===== src/rtl/red_pitaya_dac_slew_pkg.sv =====
// Shared types and helpers for the DAC slew-rate limiter / park stage.
`default_nettype none

package red_pitaya_dac_slew_pkg;

    typedef enum logic [1:0] {
        RUN    = 2'd0,
        PARK   = 2'd1,
        PARKED = 2'd2
    } slew_st_t;

    localparam logic [13:0] DAC_MID = 14'h2000;

    // Two's complement to offset binary: flipping the sign bit maps 0 to mid-scale.
    function automatic logic [13:0] to_offset_bin(input logic signed [13:0] val);
        return {~val[13], val[12:0]};
    endfunction

endpackage

`default_nettype wire


===== src/rtl/red_pitaya_dac_slew_ch.sv =====
// One DAC channel: rate-of-change limiter with ramp-to-zero park control.
`default_nettype none

module red_pitaya_dac_slew_ch
    import red_pitaya_dac_slew_pkg::*;
#(
    parameter int DAC_DW = 14,
    parameter int SLW    = 14
) (
    input  logic                     clk,
    input  logic                     rst,
    input  logic signed [DAC_DW-1:0] dat,
    input  logic        [SLW-1:0]    slew,
    input  logic                     park,
    output logic        [DAC_DW-1:0] dac,
    output logic                     lim,
    output logic                     parked
);

    slew_st_t                 state;
    slew_st_t                 state_next;
    logic signed [DAC_DW-1:0] y;
    logic signed [DAC_DW-1:0] y_next;
    logic signed [DAC_DW-1:0] tgt;
    logic signed [DAC_DW:0]   diff;
    logic signed [DAC_DW:0]   mag;
    logic signed [DAC_DW:0]   slew_ext;
    logic signed [DAC_DW:0]   step_sum;

    always_ff @(posedge clk or posedge rst) begin
        if (rst) begin
            state <= RUN;
        end else begin
            state <= state_next;
        end
    end

    always_comb begin
        state_next = state;
        case (state)
            RUN:     if (park) state_next = PARK;
            PARK: begin
                // Releasing park takes priority over landing on zero.
                if (!park)             state_next = RUN;
                else if (y_next == '0) state_next = PARKED;
            end
            PARKED:  if (!park) state_next = RUN;
            default: state_next = RUN;
        endcase
    end

    always_comb begin
        parked = (state == PARKED);
    end

    // Step arithmetic is one bit wider so a full-scale swing (|d| = 2^DAC_DW - 1) is exact.
    always_comb begin
        tgt      = (state == RUN) ? dat : '0;
        slew_ext = signed'({{(DAC_DW + 1 - SLW){1'b0}}, slew});
        diff     = {tgt[DAC_DW-1], tgt} - {y[DAC_DW-1], y};
        mag      = (diff < 0) ? -diff : diff;
        step_sum = '0;
        if ((slew == '0) || (mag <= slew_ext)) begin
            y_next = tgt;
        end else begin
            if (diff > 0) step_sum = {y[DAC_DW-1], y} + slew_ext;
            else          step_sum = {y[DAC_DW-1], y} - slew_ext;
            y_next = step_sum[DAC_DW-1:0];
        end
    end

    always_ff @(posedge clk or posedge rst) begin
        if (rst) begin
            y   <= '0;
            dac <= DAC_MID;
            lim <= 1'b0;
        end else begin
            y   <= y_next;
            dac <= to_offset_bin(y_next);
            lim <= (tgt != y_next);
        end
    end

endmodule

`default_nettype wire


===== src/rtl/red_pitaya_dac_slew.sv =====
// Dual-channel DAC output conditioning: slew limiting, park ramp, offset-binary coding.
`default_nettype none

module red_pitaya_dac_slew
    import red_pitaya_dac_slew_pkg::*;
#(
    parameter int DAC_DW = 14,
    parameter int SLW    = 14
) (
    input  logic                     dac_clk_i,
    input  logic                     dac_rst_i,
    input  logic signed [DAC_DW-1:0] dat_a_i,
    input  logic signed [DAC_DW-1:0] dat_b_i,
    input  logic        [SLW-1:0]    slew_a_i,
    input  logic        [SLW-1:0]    slew_b_i,
    input  logic                     park_a_i,
    input  logic                     park_b_i,
    output logic        [DAC_DW-1:0] dac_a_o,
    output logic        [DAC_DW-1:0] dac_b_o,
    output logic                     lim_a_o,
    output logic                     lim_b_o,
    output logic                     parked_a_o,
    output logic                     parked_b_o
);

    red_pitaya_dac_slew_ch #(.DAC_DW(DAC_DW), .SLW(SLW)) u_ch_a (
        .clk    (dac_clk_i),
        .rst    (dac_rst_i),
        .dat    (dat_a_i),
        .slew   (slew_a_i),
        .park   (park_a_i),
        .dac    (dac_a_o),
        .lim    (lim_a_o),
        .parked (parked_a_o)
    );

    red_pitaya_dac_slew_ch #(.DAC_DW(DAC_DW), .SLW(SLW)) u_ch_b (
        .clk    (dac_clk_i),
        .rst    (dac_rst_i),
        .dat    (dat_b_i),
        .slew   (slew_b_i),
        .park   (park_b_i),
        .dac    (dac_b_o),
        .lim    (lim_b_o),
        .parked (parked_b_o)
    );

endmodule

`default_nettype wire


===== config.mk =====
export PLATFORM = sky130hd
export DESIGN_NAME = red_pitaya_dac_slew
export DESIGN_NICKNAME = d
export VERILOG_FILES = /design/src/rtl/red_pitaya_dac_slew_pkg.sv /design/src/rtl/red_pitaya_dac_slew_ch.sv /design/src/rtl/red_pitaya_dac_slew.sv
export SDC_FILE = /design/constraint.sdc
export NUM_CORES = 1
export LEC_CHECK = 0
export ABC_AREA = 1
export CAP_MARGIN = 15
export CORE_ASPECT_RATIO = 1.5
export CORE_MARGIN = 2
export CORE_UTILIZATION = 53
export DETAILED_ROUTE_END_ITERATION = 16
export PLACE_DENSITY = 0.8
export SLEW_MARGIN = 20
export SYNTH_ARGS = -nofsm -noshare
export SYNTH_HDL_FRONTEND = slang
export SYNTH_HIERARCHICAL = 1
export SYNTH_SLANG_ARGS = --single-unit

===== constraint.sdc =====
create_clock -name dac_clk_i -period 4.75 [get_ports dac_clk_i]
set_input_delay 0.7125 -clock dac_clk_i [delete_from_list [all_inputs] [get_ports dac_clk_i]]
set_output_delay 0.7125 -clock dac_clk_i [all_outputs]
set_load 0.02 [all_outputs]

==> reports/qor.yml, run 1 <==
status: "aborted with a tool error"
haltStage: "global routing"
firstError: "[ERROR GRT-0232] Routing congestion too high. Check the congestion heatmap in the GUI."
clock-root-buffer: "clkbuf_16"
core.rowCount: 53
synthCells: 1237
synth.top_cell.area_share: 0.1703
syn-cell-area_um2: 7584
synth_simple_gate_area_frac: 0.4088
htree_levels: 2
numCtsBuffers: 5
die-width_um: 101.7
start_util: 0.5420
ys_top_cells_by_area: "nand2_1, ha_1, dfrtp_1"
synth_commonest_cells: "nand2_1, inv_1, nand3_1, nor2_1, ha_1"
portBuffers: 91
dpl.hpwl_um: 21940
yosysUniqueCellTypes: 53
yosysMostFrequentCell: "nand2_1"
yosys_warnings: 6
synth_top_family_by_area: "simple AND/OR/NAND/NOR gates"
synth-seq-area-share: 0.1191
synth_edf_count: 0
synthAdderAreaFrac: 0.1531
synth-xor-area-share: 0.08678
post-place-ws_ns: -0.9307
cts.sinks: 36
clockBufferDepth: 2
grt.overflow.total: 394
synthesis.area_per_instance_um2: 6.131
grt_usage: 0.8013
io_pins: 92
muxShareOfSynthArea: 0
syn_nets: 1388
grt_max_degree: 19
ys.flop_type: "dfrtp_1"
synth_largest_area_cell: "nand2_1"
async_reset_ff_frac: 1.000
worst_path_end_type: "register data pin"
fp.dieH_um: 150.5
ys_ff_latch: 36
synth-compound-area-share: 0.08299
crit_endpoint: "u_ch_b/state[0]$_DFFE_PP0P_/D"
place_congestion: 1.020
## metrics by stage
stage,cell area [um2],hold slack (ns),std cells,util,setup TNS (ns)
3_3_place_gp,10380,0.6052,1735,0.7421,-12.98
4_1_cts,11900,0.6913,1814,0.8504,-0.1988
2_1_floorplan,7589,0.5106,1237,-,0
3_5_place_dp,10380,0.6151,1735,0.7421,-14.50
## metal layers
metal  overflow  track usage
met3          5       0.6072
met2        269        1.028
met1          3       0.7276
met5          0       0.1853
met4        117       0.9101
## what timing repair did
item	4_1_cts
pin swaps	93
gates resized for setup	221
setup endpoints to repair	21
cloned	5
hold buffers	0
buffers inserted	66
## kinds of logic after synthesis
kind of cell,count (synthesis)
AND/OR/NAND/NOR,665
buffers and inverters,261
AO/OA/AOI/OAI,111
adder cells (fa/ha/maj),91
XOR/XNOR,73
flip-flops,36
==> run 2: changes to the inputs <==
- CORE_ASPECT_RATIO: 1.5 -> not set
- CORE_UTILIZATION: 53 -> 40
- PLACE_DENSITY: 0.8 -> not set
- PLACE_DENSITY_LB_ADDON: not set -> 0.15
- clock period: 4.75 -> 6.2 ns (I/O delays scaled with it)
==> run 2 against run 1 <==
The run now ends clean. Area after synthesis stayed put. Synthesized cell count did not move.
==> reports/qor.yml, run 2 <==
status: "finished, final reports clean"
slew_headroom: 0.5142
start_util: 0.4068  # -0.1352
clock-root-buffer: "clkbuf_16"
slew_violations: 0
cts.clk_slew.worst_paths_ns: 0.06
reg_top3: "u_ch_a/y x14, u_ch_b/y x14"
min_period_ns: 5.750
path_class: "in -> reg"
wl_met3_um: 1003
die-width_um: 141.7  # +39%
portBuffers: 91  # unchanged
drive_gt1_frac: 0.07444
cp.required_ns: 6.38
crit_path_top_delay_cell: "clkdlybuf4s50_1"
setup_viol_count_final: 0
timing.setup.tns_ns: 0
cts_setup_buffers: 0  # -100%
grt_pass1_wl_um: 34750
crit_arrival_ns: 5.93
start_kind: "input pin"
core.rowCount: 50  # -5.7%
finalWirelength_um: 21280
synthCells: 1237  # unchanged
hold_viol_final: 0
ys_ff_latch: 36  # unchanged
cts.sinks: 36  # unchanged
fin_nets: 1454
final_common_cell: "nand2_1"
dr.pass1.iters: 5
cp_max_fo: 6
met2_length_um: 8119
hp-class: "reg -> reg"
synth.top_cell.area_share: 0.1703  # unchanged
async_reset_ff_frac: 1.000  # unchanged
drtIter0Drc: 541
via_per_inst: 4.958
synth-seq-area-share: 0.1191  # unchanged
rsz0062_at_grt: "false"
cts_tree: "yes"
final_cell_mix: "nand2_1, inv_1, nand3_1, nor2_1, clkdlybuf4s50_1"
grt_pass1_vias: 7007
syn-cell-area_um2: 7584  # unchanged
diodes: 0
grt.overflow.total: 0
syn_nets: 1388  # unchanged
dpl.hpwl_um: 18420  # -16%
numCtsBuffers: 5  # unchanged
htree_levels: 2  # unchanged
timing.fmax_ghz: 0.1739
ys.flop_type: "dfrtp_1"
yosys_warnings: 6  # unchanged
place_congestion: 0.9070  # -11%
cp-end-kind: "flop"
synth_commonest_cells: "nand2_1, inv_1, nand3_1, nor2_1, ha_1"
fp.dieH_um: 141.7  # -5.9%
drt-met1-wl_um: 12050
syn_to_final_growth_pct: 14.82
ant_nets: 0
drc: 0
dieArea_um2: 20080
wl_per_cell_um: 13.85
grt_antenna_before_repair: 0
cp_slowest_stage_delay_ns: 0.45
grt_max_degree: 19
crit_top_cell: "nand2_1"
routed.top_layer: "met4"
ys_top_cells_by_area: "nand2_1, ha_1, dfrtp_1"
io_pins: 92  # unchanged
clockBufferDepth: 2  # unchanged
yosysMostFrequentCell: "nand2_1"
clk_latency_ns: 0.28
grt_usage: 0.2163
synthesis.area_per_instance_um2: 6.131  # unchanged
clock-skew-final_ns: 0.002369
fp.coreArea_um2: 18640
maxCapViolCount: 0
synth_edf_count: 0  # unchanged
vias: 7621
finalCritPeriodShare: 0.9274
tightest_slew_ns: 0.7278
synth_largest_area_cell: "nand2_1"
yosysUniqueCellTypes: 53  # unchanged
run 2: cell counts after synthesis:
No cell type changed its count.
run 2: repair_timing:
action / CTS / global route
gates resized for setup: 0 / 6
setup endpoints to repair: 0 / 6
hold buffers: 0 / 0
run 2: layout make-up:
type                       instances  area, um2
tap                              234      292.8
multi-input combinational        940       5563
inverter                         223      839.6
fill                            2022       9936
clock buffer                       7      152.6
timing repair buffer              97      955.9
sequential                        36      903.4
run 2: cells by family after synthesis:
logic type               after synthesis  synth area share
AO/OA/AOI/OAI                        111           0.08299
flip-flops                            36            0.1191
AND/OR/NAND/NOR                      665            0.4088
adder cells (fa/ha/maj)               91            0.1531
buffers and inverters                261            0.1491
XOR/XNOR                              73           0.08678
run 2: final timing paths:
kind	start	endpoint	slack [ns]	cells after the start
min in group asynchronous	dac_rst_i	u_ch_b/y[11]	1.22	2
worst max-delay path	dat_a_i[0]	u_ch_a/state[0]	0.45	35
worst max register to register	u_ch_a/state[0]	u_ch_a/state[0]	0.73	35
worst min-delay path	u_ch_a/state[1]	u_ch_a/state[0]	0.55	3
worst min register to register	u_ch_a/state[1]	u_ch_a/state[0]	0.55	3
max in group asynchronous	dac_rst_i	u_ch_a/state[0]	4.49	2
run 2: critical path: cells and delay by family:
family,cells,cell delay (ns)
and+or+nand+nor,21,2.21
adders and majority gates,4,1.13
buffers and inverters,6,0.85
AOI/OAI and AO/OA,3,0.59
xor gates and xnor gates,1,0.20
run 2: per-stage QoR:
| step | worst slack (ns) | std cells | hold WS [ns] | utilization | area, um2 |
|---|---|---|---|---|---|
| CTS | 0.4076 | 1537 | 0.5487 | 0.4663 | 8693 |
| global placement | 0.07739 | 1530 | 0.5407 | 0.4581 | 8541 |
| floorplan | 1.316 | 1237 | 0.5106 | - | 7584 |
| global route | 0.003467 | 1537 | 0.5877 | 0.4670 | 8707 |
| finish | 0.4501 | 1537 | 0.5467 | 0.4670 | 8707 |
| detailed placement | 0.1072 | 1530 | 0.5413 | 0.4581 | 8541 |
run 2: per-layer routing:
metal / vias to the layer above / GRT usage
li1: 4032 / -
met1: 3412 / 0.3521
met2: 170 / 0.3030
met3: 7 / 0.02936
met4: 0 / 0.02947
met5: - / 0
Power of run 2 is left out: the tool's default activity adds up to more than one toggle a clock period on the data nets, which glitch-free logic cannot reach.
==> run 3: changes to the inputs <==
- CORE_UTILIZATION: 40 -> 34
==> run 3 against run 2 <==
Non-clock buffer count is the same. Fmax increased by 1.0%. Worst setup slack improved by 0.058 ns. Routed wire length increased by 7.9%. Design area up 0.59%. Core utilization fell by 6.7 points. Critical path type unchanged. Largest cell class unchanged. Highest routed layer unchanged.
==> reports/qor.yml, run 3 (synthesis gave the netlist of run 2 again) <==
status: "finished, final reports clean"
hp-class: "reg -> reg"
cp_slowest_stage_delay_ns: 0.45  # about the same
final_cell_mix: "nand2_1, inv_1, nand3_1, nor2_1, clkdlybuf4s50_1"
rr_startpoint: "u_ch_a/state[0]"
final_cells: 1584  # +3.1%
fp.dieH_um: 153.3  # +8.2%
timing.setup.tns_ns: 0  # unchanged
path_class: "in -> reg"
core.rowCount: 54  # +8.0%
start_kind: "input pin"
via_per_inst: 4.775  # -3.7%
slew_violations: 0  # unchanged
fin_nets: 1454  # unchanged
reg2reg_depth: 34  # -2.9%
cp_max_fo: 10  # +4
setup_viol_count_final: 0  # unchanged
slew_headroom: 0.4632  # -0.05107
place_congestion: 0.8772  # -3.3%
tightest_slew_ns: 0.8044  # +0.07651 ns
min-delay-start: "u_ch_a/state[1]"
rsz0062_at_grt: "false"
grt_pass1_vias: 7158  # +2.2%
cts.clk_slew.worst_paths_ns: 0.06  # about the same
maxCapViolCount: 0  # unchanged
dr.pass1.iters: 5  # unchanged
placedCellCount: 1576  # +3.0%
multi_input_area_um2: 5563  # unchanged
grt_antenna_before_repair: 0  # unchanged
grt_max_degree: 19  # unchanged
finalCritPeriodShare: 0.9180  # -0.009416
timing.fmax_ghz: 0.1757  # +1.0%
min_period_ns: 5.692  # -0.05838 ns
fillCellCount: 2431  # +20%
cts_tree: "yes"
htree_levels: 2  # unchanged
crit_path_top_delay_cell: "clkdlybuf4s50_1"
dieArea_um2: 23510  # +17%
reg2reg_slack_ns: 0.66  # -0.07 ns
seq_area_um2: 903.4  # unchanged
hold_depth: 3  # unchanged
reg_top3: "u_ch_a/y x14, u_ch_b/y x14"
drc: 0  # unchanged
holdBufCountCts: 0  # unchanged
grt_pass1_wl_um: 36870  # +6.1%
numCtsBuffers: 5  # unchanged
io_pins: 92  # unchanged
clock-root-buffer: "clkbuf_16"
clock-skew-final_ns: 0.002597  # +0.0002282 ns
vias: 7564  # -0.75%
die-width_um: 153.3  # +8.2%
start_util: 0.3464  # -0.06036
diodes: 0  # unchanged
syn_to_final_growth_pct: 15.49
drive_gt1_frac: 0.07285  # -0.001591
crit_arrival_ns: 5.89  # -0.04 ns
dpl.hpwl_um: 19870  # +7.9%
cts.sinks: 36  # unchanged
cp.required_ns: 6.39  # about the same
cp-end-kind: "flop"
hold_viol_final: 0  # unchanged
clk_latency_ns: 0.29  # about the same
grt_usage: 0.1951  # -0.02119
grt.overflow.total: 0  # unchanged
drtIter0Drc: 393  # -27%
finalWirelength_um: 22970  # +7.9%
portBuffers: 91  # unchanged
final_common_cell: "nand2_1"
clockBufferDepth: 2  # unchanged
fp.coreArea_um2: 21890  # +17%
r2r_end: "u_ch_a/state[0]"
crit_top_cell: "nand2_1"
wl_per_cell_um: 14.50  # +4.7%
ant_nets: 0  # unchanged
whs_endpoint: "u_ch_a/state[0]"
## run 3: cell types whose count changed in the layout (fill, tap and decap cells not counted), sizes merged
cell	delta
clkbuf	+1
## run 3: metal layers
| metal | routed length, um | vias up | global-route usage |
|---|---|---|---|
| met4 | 139 | 0 | 0.02621 |
| li1 | - | 4050 | - |
| met2 | 8709 | 158 | 0.2721 |
| met3 | 1101 | 8 | 0.02438 |
| met1 | 13020 | 3348 | 0.3198 |
| met5 | 0 | - | 0 |
## run 3: worst max path at each step
stage	from	end	slack [ns]	cells after the start
finish	dat_a_i[0]	u_ch_a/state[0]	0.51	33
global route	dat_b_i[6]	u_ch_b/state[0]	0.07	34
CTS	dat_a_i[0]	u_ch_a/state[0]	0.32	33
detailed placement	dat_a_i[0]	u_ch_a/state[0]	0.01	33
global placement	dat_a_i[0]	u_ch_a/state[0]	0.03	33
floorplan	dat_a_i[0]	u_ch_a/state[0]	1.32	29
## run 3: what timing repair did
action	in CTS	in global routing
endpoints found under the setup margin	0	4
resized for setup	0	5
setup buffers	0	0
## run 3: metrics by stage
| stage | setup slack [ns] | hold slack, ns | instance area (um2) | util |
|---|---|---|---|---|
| floorplan | 1.316 | 0.5106 | 7584 | - |
| global placement | 0.02507 | 0.5416 | 8598 | 0.3928 |
| detailed placement | 0.01362 | 0.5478 | 8598 | 0.3928 |
| CTS | 0.3173 | 0.5622 | 8745 | 0.3995 |
| global route | 0.06849 | 0.6258 | 8758 | 0.4001 |
| finish | 0.5084 | 0.5544 | 8758 | 0.4001 |
## run 3: final cells by class
cell class | count | share of cell area
clock buffer | 8 | 0.01671
tap | 280 | 0.04000
inverter | 223 | 0.09586
multi-input combinational | 940 | 0.6351
timing repair buffer | 97 | 0.1091
sequential | 36 | 0.1031
## run 3: worst max-delay path, delay by kind of cell
family / cells / cell delay (ns)
buf+inv: 6 / 0.83
compound gates: 3 / 0.50
simple gates: 18 / 1.96
xor+xnor: 2 / 0.53
fa+ha+maj: 4 / 1.13
Power of run 3 is left out for the same reason.
==> run 4: changes to the inputs <==
- HOLD_SLACK_MARGIN: not set -> 0.05
==> results of run 4 <==
No change in the layout: final DEF, timing and power equal those of run 3.
Power of run 4 is left out for the same reason.
